### src/rtl/mem_port_arbiter.sv
// rtl/mem_port_arbiter.sv - shares one memory port between fetch and load/store requesters
module mem_port_arbiter #(
  parameter int ADDR_WIDTH      = 32,
  parameter int DATA_WIDTH      = 32,
  parameter int MAX_DATA_STREAK = 4
) (
  input  logic                    clk,
  input  logic                    rst_n,
  input  logic                    start,
  input  logic                    inst_req,
  input  logic [ADDR_WIDTH-1:0]   inst_addr,
  output logic                    inst_gnt,
  output logic                    inst_valid,
  output logic [DATA_WIDTH-1:0]   inst_rdata,
  input  logic                    data_req,
  input  logic                    data_we,
  input  logic [ADDR_WIDTH-1:0]   data_addr,
  input  logic [DATA_WIDTH-1:0]   data_wdata,
  input  logic [DATA_WIDTH/8-1:0] data_wstrb,
  output logic                    data_gnt,
  output logic                    data_valid,
  output logic [DATA_WIDTH-1:0]   data_rdata,
  output logic                    mem_req,
  output logic                    mem_we,
  output logic [ADDR_WIDTH-1:0]   mem_addr,
  output logic [DATA_WIDTH-1:0]   mem_wdata,
  output logic [DATA_WIDTH/8-1:0] mem_wstrb,
  input  logic                    mem_ready,
  input  logic                    mem_rvalid,
  input  logic [DATA_WIDTH-1:0]   mem_rdata,
  output logic                    busy
);

  typedef enum logic {
    IDLE      = 1'b0,
    WAIT_RESP = 1'b1
  } state_e;

  localparam logic [3:0] STREAK_LIMIT = 4'(MAX_DATA_STREAK);
  localparam logic       OWNER_INST   = 1'b0;
  localparam logic       OWNER_DATA   = 1'b1;

  state_e     state_q, state_d;
  logic       started_q, started_d;
  logic       owner_q, owner_d;
  logic [3:0] streak_q, streak_d;

  logic is_idle;
  logic sel_data;
  logic grant;
  logic resp;

  // Request selection, memory-side mux and grants; data wins unless fetch has waited too long
  always_comb begin
    is_idle   = (state_q == IDLE);
    sel_data  = data_req & (~inst_req | (streak_q < STREAK_LIMIT));
    mem_req   = is_idle & started_q & (inst_req | data_req);
    grant     = mem_req & mem_ready;
    inst_gnt  = grant & ~sel_data;
    data_gnt  = grant & sel_data;
    mem_addr  = sel_data ? data_addr : inst_addr;
    mem_wdata = data_wdata;
    mem_we    = mem_req & sel_data & data_we;
    mem_wstrb = (mem_req & sel_data) ? data_wstrb : '0;
    busy      = ~is_idle;
  end

  // Response routing to whichever requester owns the outstanding transaction
  always_comb begin
    resp       = ~is_idle & mem_rvalid;
    inst_valid = resp & (owner_q == OWNER_INST);
    data_valid = resp & (owner_q == OWNER_DATA);
    inst_rdata = mem_rdata;
    data_rdata = mem_rdata;
  end

  // Next-state logic: FSM, start latch, owner capture and data streak counter
  always_comb begin
    state_d   = state_q;
    started_d = started_q | start;
    owner_d   = owner_q;
    streak_d  = streak_q;
    case (state_q)
      IDLE: begin
        if (grant) begin
          state_d = WAIT_RESP;
        end
      end
      WAIT_RESP: begin
        if (mem_rvalid) begin
          state_d = IDLE;
        end
      end
      default: state_d = IDLE;
    endcase
    if (inst_gnt) begin
      owner_d  = OWNER_INST;
      streak_d = 4'd0;
    end else if (data_gnt) begin
      owner_d = OWNER_DATA;
      if (inst_req) begin
        streak_d = (streak_q == 4'hF) ? streak_q : streak_q + 4'd1;
      end else begin
        streak_d = 4'd0;
      end
    end
  end

  // State registers with asynchronous active-low reset
  always_ff @(posedge clk or negedge rst_n) begin
    if (!rst_n) begin
      state_q   <= IDLE;
      started_q <= 1'b0;
      owner_q   <= OWNER_INST;
      streak_q  <= 4'd0;
    end else begin
      state_q   <= state_d;
      started_q <= started_d;
      owner_q   <= owner_d;
      streak_q  <= streak_d;
    end
  end

endmodule

### config.mk
export PLATFORM = sky130hd
export DESIGN_NAME = mem_port_arbiter
export DESIGN_NICKNAME = d
export VERILOG_FILES = /design/src/rtl/mem_port_arbiter.sv
export SDC_FILE = /design/constraint.sdc
export NUM_CORES = 1
export LEC_CHECK = 0
export BUFFER_PORTS_ARGS = -buffer_cell sky130_fd_sc_hd__clkbuf_2
export CORE_AREA = 2 2 108 110
export CTS_BUF_LIST = sky130_fd_sc_hd__clkbuf_4
export DETAILED_ROUTE_END_ITERATION = 6
export DIE_AREA = 0 0 110 112
export GPL_TIMING_DRIVEN = 0
export HOLD_SLACK_MARGIN = 0.06
export PLACE_DENSITY = 0.45
export SETUP_SLACK_MARGIN = 0.3
export SYNTH_ARGS = -nofsm -noshare
export SYNTH_HDL_FRONTEND = slang
export SYNTH_SLANG_ARGS = --single-unit
### constraint.sdc
create_clock -name clk -period 1.55 [get_ports clk]
set_input_delay 0.155 -clock clk [delete_from_list [all_inputs] [get_ports clk]]
set_output_delay 0.155 -clock clk [all_outputs]
set_load 0.01 [all_outputs]
# Word level (Yosys, flattened, before mapping)
# Cells that the tools add are included.
# word_totals
regBits	7
latchBits	0
ram_bits	0
rom_bits	0
mem_count	0
# classes
addsub	1
multipliers	0
div_mod_pow	0
order_cmp	1
n_eq_ne	2
shift	0
muxes	11
bitwise_logic	18
n_reduce_logical	2
# ops
operator	n
$mux W32	1
$mux W4	5
$and A1 B1 Y1	11
$add A4 B1 Y4 const B	1
$eq A4 B4 Y1 const B	1
$lt A4 B3 Y1 const B	1
$mux W1	4
$not A1 Y1	4
$ne A3 B3 Y1 const B	1
$or A1 B1 Y1	3
$pmux W1 S2	1
$reduce_and A2 Y1	1
$reduce_bool A2 Y1	1

# Depth between registers and ports, before layout
# depth
word_depth	7
mapped_depth	4
depth_no_buf	3

# Least setup slack after synthesis
# OpenSTA, ideal clock, no wires.
# synth_timing
path_kind	reg2out
start	register streak_q[2]
end	output mem_addr[10]
t_arrival_ns	1.156
path_slack_ns	0.239
path_stages_with_launch	5
path_buffers	1
cell_sequence	dfrtp_1 -> o21ai_2 -> nand2_2 -> buf_6 -> mux2_4
# synth_via
elab_chain_cells	4
# synth_rtl
item	line	text
start, declared	46	logic [3:0] streak_q, streak_d;
start signal, assigned	120	streak_q <= streak_d;
$lt A4 B3 Y1	56	sel_data = data_req & (~inst_req | (streak_q < STREAK_LIMIT));
$or A1 B1 Y1	56	
$and A1 B1 Y1	56	
$mux W32	61	mem_addr = sel_data ? data_addr : inst_addr;
end, declared	25	output logic [ADDR_WIDTH-1:0] mem_addr,
# Every way passes these cells.

# Worst setup path after layout
# layout_timing
start	register streak_q[2]
end	output mem_addr[25]
# The elaborated chain is that of the path after synthesis.

==> run metrics <==
max cap viols=0; row count=39; area leader, netlist=buf_4; Yosys Warn Count=0; post-synthesis sequential area ratio=10.8%; R2R Path End=streak_q[0]; CTS Buffer Depth=2; worst slew pin tran=0.308 ns; TritonCTS clock tree=yes; top area cells in the synthesized netlist=buf_4, mux2_4, dfrtp_1; #FFs+latches synth=7; first-pass GRT wire length=approximately 7.4 mm; Crit Path Class=reg2out; TritonCTS buffer count=3; final setup TNS=-5.05 ns; Crit. End Element=output port; worst rel slew slack=roughly 79%; unrepaired setup endpoints after global routing=yes; Data arrival, critical path=1.57 ns; Antenna Violating Nets Remaining=0; status=complete, but fails checks; Max Fclk=slightly below 600 MHz; minimum clock period=1.72 ns; count leader, synth=buf_4; vias in the first global route=1539; Reg-to-Reg Start=started_q; starting DRC count in detailed routing=27; Starting Density=roughly 14%; post-DP HPWL=between 5 and 6 mm; register area=between 150 and 200 sq um; Leak Pwr=between 0.0015 and 0.002 uW; CP required=1.39 ns; Post-synth EDFFs=0; drt first pass iters=4; Distinct cells, synth=22; Filler Cell Count=around 1300; Synth top area share=between 40% and 50%; Avg Inst Size Synth=between 9 and 10 sq um; top_reg_cell synth=dfrtp_1; max incr delay on CP=slightly below 0.4 ns; vias per cell=around 3.4; DR DRC count=0; Total Nets Final=about 540; share of cells above drive strength 1=approximately 93%; Slew Limit Fails=0; CP max stage cell=dfrtp_1; CP Launch Type=flop; Layout Area Growth over Synthesis=85.4%; Clock Latency Late Sink=approximately 0.26 ns; fin crit share=111%; die area=~0.012 sq mm; Cells after Synth=~170; top cells by count, synth=buf_4, mux2_4, dfrtp_1; worst setup margin=-0.171 ns; largest net degree at the start of global routing=11; Die Y=about 110 microns; worst path cell trace=o21ai_2 > nand2_4 > buf_6 > mux2_4 > clkbuf_2; fraction of registers with async set/reset=between 90% and 100%; Max VDD drop=0.000269 V; Clock Sinks=7; GRT overflow=0; Hold Crit Start=start; area occupied by multi-input gates=between 600 and 700 sq um; # H-tree levels=1; Detailed Route WL=approximately 5.6 mm; Reg2Reg Setup Slack=around 0.40 ns; antenna violations before repair=0; worst min-delay path endpoint=started_q; final hold vios=0; Min-Delay Path Class=in2reg; Die Wd=~110 microns; number of diodes=0; CP Max Fanout=10; I/O pin cnt=roughly 280; non-filler cells, final=between 500 and 600; area of the core=between 0.01 and 0.015 sq mm; Port Buffers=214; worst-case reg-to-reg path depth=3; Cell Pwr Density=427 mW/mm^2; clk slew on worst S/H paths=around 0.05 ns; worst hold stages=2; All-Layer GR Usage=approximately 7.6%; endpoints failing setup=32; root buffer cell=clkbuf_4; syn nets=between 300 and 400; placed cells=about 530; failing checks=setup timing; via count=around 1800; clock skew=0.00165 ns; routability congestion estimate from global placement=between 0.6 and 0.7; Synth Cell Area=between 0.0015 and 0.002 sq mm; routed length per instance=10.4 microns
==> registers in the layout, summed over array words and instances, names as in the netlist <==
name,flops
busy,1
owner_q,1
streak_q,4
started_q,1
==> worst max-delay path by stage <==
stage / start / endpoint / slack [ns] / depth (start not counted)
after floorplan: streak_q[2] / mem_addr[10] / 0.24 / 4
after global placement: streak_q[2] / mem_addr[14] / 0.002 / 5
after detailed placement: streak_q[2] / mem_addr[14] / -0.01 / 5
after CTS: streak_q[3] / mem_addr[14] / -0.21 / 5
after global routing: streak_q[2] / mem_addr[14] / -0.26 / 5
final: streak_q[2] / mem_addr[25] / -0.17 / 5
==> per-layer routing <==
metal	GRT usage, %	vias up	wire length [microns]
li1	-	914	-
met1	8.57	810	2000
met2	15.1	107	3100
met3	0.410	5	466
met4	1.52	0	40
met5	0	-	0
==> what timing repair did <==
| action | in CTS | in global routing |
|---|---|---|
| buffers inserted | 6 | 0 |
| resized for setup | 6 | 9 |
| hold buffers | 1 | 0 |
| endpoints found under the hold margin | 7 | 0 |
| endpoints found under the setup margin | 44 | 44 |
| pin swaps | 2 | 2 |
==> where the power goes <==
part	internal, uW	switching, uW
clock	94.5	73.9
sequential	205	18.3
combinational	535	354
total	835	446
==> layout make-up <==
class / count / area share [%]
plain buffers: 99 / 25.4
clock buffers: 3 / 0.751
clock inverters: 1 / 0.167
inverters: 2 / 0.250
multi-input cells: 61 / 23.3
flip-flops and latches: 7 / 5.88
well taps: 143 / 5.97
repair buffers: 221 / 38.2
==> cell usage in the layout, fill, tap and decap left out <==
master,instances
or2_2,1
mux2i_1,1
clkbuf_4,3
o21a_1,1
o21ai_2,1
nor4_1,1
nand2_1,2
nor2b_4,1
nand2_4,1
mux2_4,29
mux2_2,6
nor4b_1,1
buf_2,1
buf_8,2
dlygate4sd3_1,1
nand4_1,1
and2_2,1
buf_6,5
ha_1,1
dfrtp_2,1
inv_1,2
o21ai_0,1
buf_4,100
dfrtp_1,6
and2_1,1
and3_4,1
clkinv_2,1
o211ai_4,1
clkbuf_2,211
and3_1,5
nor2_1,4
==> logic make-up (layout without fill, tap and decap cells) <==
family / after synthesis / count (layout) / synth area share [%]
multiplexers: 36 / 36 / 31.7
AND/OR/NAND/NOR: 20 / 20 / 7.43
adder cells (fa/ha/maj): 1 / 1 / 0.774
buffers and inverters: 101 / 326 / 47.1
AO/OA/AOI/OAI: 4 / 4 / 2.09
flip-flops: 7 / 7 / 10.8
==> worst max-delay path: cells and delay by family, from the launching register on <==
kind                   cells  cell delay [ns]
and+or+nand+nor            1             0.11
muxes                      1             0.30
AOI/OAI and AO/OA          1             0.20
buffers and inverters      2             0.31
DFF                        1             0.39
==> through the flow <==
step                cell area, sq um  util [%]  setup WS, ns  power [uW]  hold slack, ns
CTS                             2970      26.6        -0.208        1290          0.0958
detailed placement              2870      25.7      -0.00964        1090         0.00376
global route                    3000      26.8        -0.257        1370           0.108
floorplan                       1620         -         0.242         737          -0.141
finish                          3000      26.8        -0.171        1280          0.0981
global placement                2870      25.7       0.00184        1080         0.00447
(Power assumes the default switching activity.)
